**config.mk**
```make
export PLATFORM = sky130hd
export DESIGN_NAME = stream_gen
export DESIGN_NICKNAME = d
export VERILOG_FILES = /design/src/rtl/stream_gen.sv
export SDC_FILE = /design/constraint.sdc
export NUM_CORES = 1
export LEC_CHECK = 0
export BUFFER_PORTS_ARGS = -buffer_cell sky130_fd_sc_hd__buf_2
export CORE_UTILIZATION = 56
export CTS_CLUSTER_DIAMETER = 150
export DETAILED_ROUTE_END_ITERATION = 6
export HOLD_SLACK_MARGIN = 0.1
export PLACE_DENSITY = 0.9
export SLEW_MARGIN = 10
export SYNTH_ARGS = -nofsm -noshare
export SYNTH_HDL_FRONTEND = slang
export SYNTH_SLANG_ARGS = --single-unit
```
**constraint.sdc**
```tcl
create_clock -name clk -period 2.2 [get_ports clk]
set_input_delay 0.11 -clock clk [delete_from_list [all_inputs] [get_ports clk]]
set_output_delay 0.11 -clock clk [all_outputs]
set_load 0.01 [all_outputs]
```
**src/rtl/stream_gen.sv**
```systemverilog
// stream_gen: valid/ready traffic source that emits NUM_BURSTS bursts of BURST_LEN beats,
// separated by GAP_LEN idle cycles, carrying an incrementing or 16-bit LFSR payload.
module stream_gen #(
   parameter int unsigned DW         = 16,
   parameter int unsigned BURST_LEN  = 8,
   parameter int unsigned GAP_LEN    = 2,
   parameter int unsigned NUM_BURSTS = 4,
   parameter logic [15:0] SEED       = 16'hACE1
) (
   input  logic          clk,
   input  logic          rst,
   input  logic          start_i,
   input  logic          mode_i,
   input  logic          ready_i,
   output logic          valid_o,
   output logic [DW-1:0] data_o,
   output logic          busy_o,
   output logic          done_o,
   output logic [31:0]   beats_o
);

   localparam int unsigned BCW = $clog2(BURST_LEN + 1);
   localparam int unsigned NCW = $clog2(NUM_BURSTS + 1);
   localparam int unsigned GCW = $clog2(GAP_LEN + 2);

   typedef enum logic [1:0] {
      IDLE  = 2'd0,
      BURST = 2'd1,
      GAP   = 2'd2
   } state_t;

   state_t         state;
   logic           mode_q;
   logic [BCW-1:0] beat_cnt;
   logic [NCW-1:0] burst_cnt;
   logic [GCW-1:0] gap_cnt;

   logic           xfer;
   logic           last_beat;
   logic           last_burst;
   logic           last_gap;
   logic [15:0]    lfsr_next;
   logic [DW-1:0]  payload_next;

   // Handshake and end-of-segment decodes; ready_i only feeds registered updates.
   assign xfer         = valid_o && ready_i;
   assign last_beat    = (beat_cnt == BCW'(BURST_LEN - 1));
   assign last_burst   = (burst_cnt == NCW'(NUM_BURSTS - 1));
   assign last_gap     = (gap_cnt == GCW'(GAP_LEN - 1));
   assign lfsr_next    = {data_o[14:0], data_o[15] ^ data_o[13] ^ data_o[12] ^ data_o[10]};
   assign payload_next = mode_q ? DW'(lfsr_next) : data_o + DW'(1);

   always_ff @(posedge clk) begin
      if (rst) begin
         state     <= IDLE;
         valid_o   <= 1'b0;
         data_o    <= '0;
         busy_o    <= 1'b0;
         done_o    <= 1'b0;
         beats_o   <= '0;
         beat_cnt  <= '0;
         burst_cnt <= '0;
         gap_cnt   <= '0;
         mode_q    <= 1'b0;
      end else begin
         done_o <= 1'b0;
         if (xfer) begin
            beats_o <= beats_o + 32'd1;
         end

         case (state)
            IDLE: begin
               if (start_i) begin
                  mode_q    <= mode_i;
                  data_o    <= mode_i ? DW'(SEED) : '0;
                  valid_o   <= 1'b1;
                  busy_o    <= 1'b1;
                  beat_cnt  <= '0;
                  burst_cnt <= '0;
                  gap_cnt   <= '0;
                  state     <= BURST;
               end
            end

            BURST: begin
               if (xfer) begin
                  data_o <= payload_next;
                  if (last_beat) begin
                     beat_cnt <= '0;
                     if (last_burst) begin
                        state   <= IDLE;
                        valid_o <= 1'b0;
                        busy_o  <= 1'b0;
                        done_o  <= 1'b1;
                     end else begin
                        burst_cnt <= burst_cnt + NCW'(1);
                        // With no gap the next burst follows directly and valid_o stays high.
                        if (GAP_LEN != 0) begin
                           state   <= GAP;
                           valid_o <= 1'b0;
                           gap_cnt <= '0;
                        end
                     end
                  end else begin
                     beat_cnt <= beat_cnt + BCW'(1);
                  end
               end
            end

            GAP: begin
               if (last_gap) begin
                  state   <= BURST;
                  valid_o <= 1'b1;
                  gap_cnt <= '0;
               end else begin
                  gap_cnt <= gap_cnt + GCW'(1);
               end
            end

            default: begin
               state   <= IDLE;
               valid_o <= 1'b0;
               busy_o  <= 1'b0;
            end
         endcase
      end
   end

endmodule

```
**After elaboration in Yosys (flattened, before gate mapping)**

Cells that the tools add are included.

- Word-level logic and storage cells: 80
- Bits in latches: 0
- Bits in writable memories: 0
- Memories kept: 0
- ROM bits: 0
- Register bits after elaboration: 63

- Shift operators: 0
- Add/sub/neg operators: 5
- Divide/modulo/power cells: 0
- Muxes and demuxes: 36
- Equal/unequal tests: 11
- Multiply operators: 0
- Bitwise gates (word level): 7
- Order comparisons: 0
- Reductions and logical operators: 11

Operator list:

| kind | count |
|---|---|
| $mux W16 | 4 |
| $add A32 B1 Y32 const B | 1 |
| $pmux W16 S2 | 1 |
| $mux W2 | 10 |
| $add A16 B1 Y16 const B | 1 |
| $reduce_and A5 Y1 | 3 |
| $mux W3 | 4 |
| $mux W4 | 3 |
| $ne A2 B2 Y1 const B | 6 |
| $pmux W2 S3 | 2 |
| $mux W1 | 8 |
| $pmux W4 S2 | 1 |
| $pmux W1 S3 | 2 |
| $pmux W3 S2 | 1 |
| $add A4 B1 Y4 const B | 1 |
| $eq A2 B1 Y1 const B | 2 |
| $eq A4 B3 Y1 const B | 1 |
| $not A1 Y1 | 4 |
| $reduce_and A4 Y1 | 1 |
| $reduce_or A4 Y1 | 1 |
| $add A3 B1 Y3 const B | 1 |
| $eq A3 B2 Y1 const B | 1 |
| $reduce_and A3 Y1 | 1 |
| $reduce_bool A3 Y1 | 1 |
| 7 further kinds | 9 |

**Logic depth before layout (Yosys ltp)**

- Depth in word-level cells: 6
- Mapped depth: 6
- Depth with buffers taken out: 6

**Least setup slack after synthesis**

Ideal clock, no wire load.

- Path type: register to register
- Start point: register data_o[0]
- End point: register data_o[14]
- Required time: 2059 ps
- Arrival: 1658 ps
- Period minus slack after synthesis: 1799 ps
- Slack: 401 ps
- Stages on the path, launching flop included: 6
- Path through: dfxtp_1 -> ha_1 -> nand3_1 -> or4_1 -> nor4_1 -> a311oi_1

- Word-level cells in the longest chain between the ends: 4

Ends and longest elaborated chain:

| element | RTL line | source |
|---|---|---|
| start: declaration | 16 | `output logic [DW-1:0] data_o,` |
| start signal: assignment | 75 | `data_o <= mode_i ? DW'(SEED) : '0;` |
| start signal: assignment | 87 | `data_o <= payload_next;` |
| $add A16 B1 Y16 | 51 | `assign payload_next = mode_q ? DW'(lfsr_next) : data_o + DW'(1);` |
| $mux W16 | 51 |  |
| $mux W16 | 86 | `if (xfer) begin` |
| $pmux W16 S2 | 71 | `case (state)` |

No other way between the ends. The select of a mux whose other input is x is not followed.
A chain may end at the register's enable or synchronous reset.

**Worst setup path after layout**

Same ends and word-level chain as after synthesis.

==> out/qor.txt <==
CTS clk-pin slew, worst paths: 70 ps
first-pass GRT wire length: 14700 µm
#FFs+latches synth: 63
Critical Path AT: 2240 ps
VDD IR max: 0.000440 V
Pwr Density: 679 mW/mm²
# setup viols final: 0
YS warnings: 0
Worst Setup Start Kind: register
Sw Ratio: 0.251
1st-iter DRT viols: 317
number of global-route vias before repair: 3161
Die W: 79.6 µm
Comb pwr share: 0.082
1st-pass router iterations: 5
die area: 0.00634 mm²
CTS buffer count: 9
Row Count: 27
DRC Markers: 0
Int Power: 2010 µW
Die Y: 79.6 µm
Net count, final: 472
post-DP HPWL: 6050 µm
Crit Path Category: reg -> reg
Most used DFF post-synth: dfxtp_1
Synth Area per Inst: 8.23 µm²
Seq pwr share: 0.452
hold crit path type: in -> reg
EDFF count, synth: 0
pre-CTS setup slack: 212 ps
CP endpoint kind: register
RePlAce Congestion: 0.952
Area contributors post-synth: dfxtp_1 (37%), a21oi_1 (5.6%), or4_1 (4.4%)
TritonCTS clock tree: done
Diodes inserted: 0
Hold WS: 118 ps
core box area: 0.00564 mm²
num ports: 56
Final Skew: 7.73 ps
Overall Power: 2680 µW
distinct cell type count after synthesis: 56
top-count cell post-synth: dfxtp_1
Max clock buf depth: 2
Leakage: 0.00153 µW
Net Switching: 672 µW
final WL: 8800 µm
Final Core Density: 0.700
initial antenna violation count: 0
cell area after synthesis: 0.00338 mm²
total grt overflow: 0
sequential area share after synthesis: 0.374
top cell type's share of synthesized area: 0.374
final worst slack: 183 ps
synth-to-layout area growth: 16.9%
Initial Utilization: 0.598
H-tree levels: 3
crit path max fanout: 8
DR vias/cell: 6.50
port bufs: 55
Final ANT Viol Nets: 0
Via Count: 3504
setup_tns: 0 ps
post-synthesis instance total: 410
routed len/inst: 16.3 µm
Slew HR: 0.538
unrepaired setup endpoints after global routing: false
Worst EP required: 2420 ps
Max Slew Vio Count: 0
post_cts resized: 0
period utilization: 0.917
Post-synth top cells: dfxtp_1 (63), a21oi_1 (38), nand2_1 (34)
status: completed
GRT Util Overall: 0.296
fraction of registers with async set/reset: 0
Synthesized Nets: 420
Max Fclk: 496 MHz
maxcap violations: 0
power share of the clock group: 0.465
clock tree sinks: 63
ratio of cells with drive above 1 in the final layout: 0.193
minimum clock period: 2020 ps
final hold violation count: 0
Worst-Margin Slew: 688 ps
Root Buffer: clkbuf_8
clock latency on the worst-skew pair: 350 ps
largest net degree at the start of global routing: 29
leading area contributor after synthesis: dfxtp_1
-- final cells by class --
type                       count  area, µm²
fill                         433       1690
sequential                    63       1260
clock inverter                 7        120
timing repair buffer          66        360
clock buffer                   9        124
tap                           72       90.1
multi-input combinational    307       1940
inverter                      15       56.3
-- critical path, cell delays in order, from the launching register on --
cell and delay, ps:
dfxtp_1 480, ha_1 300, nand3_1 160, or4_1 570
nor4_1 290, a311oi_1 90
-- cells by family (layout without fill, tap and decap cells) --
logic type      count (synthesis)  count (layout)  synth area share
mux                             6               6            0.0185
fa+ha+maj                       5               5            0.0185
compound gates                113             113             0.215
buf+inv                        40              97            0.0530
flops                          63              63             0.374
simple gates                  167             167             0.279
xor+xnor                       16              16            0.0415
-- state kept, by name, indices dropped and copies added (netlist names) --
register   flops
beat_cnt       4
beats_o       32
burst_cnt      3
busy_o         1
data_o        16
done_o         1
gap_cnt        2
mode_q         1
state          2
valid_o        1
-- final timing paths --
path	start	endpoint	slack, ps	depth (start not counted)
setup / recovery	data_o[0]$_SDFFE_PP0P_	data_o[14]$_SDFFE_PP0P_	180	5
hold reg to reg	busy_o$_SDFFE_PP0P_	busy_o$_SDFFE_PP0P_	490	2
setup reg to reg	data_o[0]$_SDFFE_PP0P_	data_o[14]$_SDFFE_PP0P_	180	5
hold / removal	rst	beats_o[3]$_SDFFE_PP0P_	120	2
-- metrics by stage --
step           area, µm²  cells
2_1_floorplan       3380    410
3_3_place_gp        3690    522
3_5_place_dp        3690    522
4_1_cts             3950    539
5_1_grt             3950    539
6_report            3950    539
-- what timing repair did --
action,in CTS,in global routing
hold endpoints to repair,1,0
buffers inserted,0,0
hold buffers,1,0
-- cell usage in the layout, fill, tap and decap left out, drive strengths merged, types with 9 or more instances in the layout --
cell    Yosys  final
buf        10     65
dfxtp      63     63
a21oi      38     38
nand2      34     34
nor2       28     28
o21ai      21     21
or4        20     20
nand3      17     17
o31ai      17     17
inv        14     15
nand4      15     15
xor2        9      9
clkbuf     15      9
-- power by group through the flow --
stage | Combinational (µW) | Clock, µW | Sequential (µW)
2_1_floorplan | 144 | 0 | 1230
3_3_place_gp | 210 | 0 | 1230
3_5_place_dp | 215 | 0 | 1240
4_1_cts | 218 | 1250 | 1210
5_1_grt | 240 | 1310 | 1220
6_report | 221 | 1250 | 1210
-- routing by layer --
metal | vias up | global-route usage | routed length [µm]
met1 | 1690 | 0.387 | 3880
li1 | 1659 | - | -
met2 | 141 | 0.467 | 4200
met5 | - | 0 | 0
met3 | 14 | 0.0583 | 580
met4 | 0 | 0.138 | 137
No activity file was read; power rests on OpenSTA's default activity.
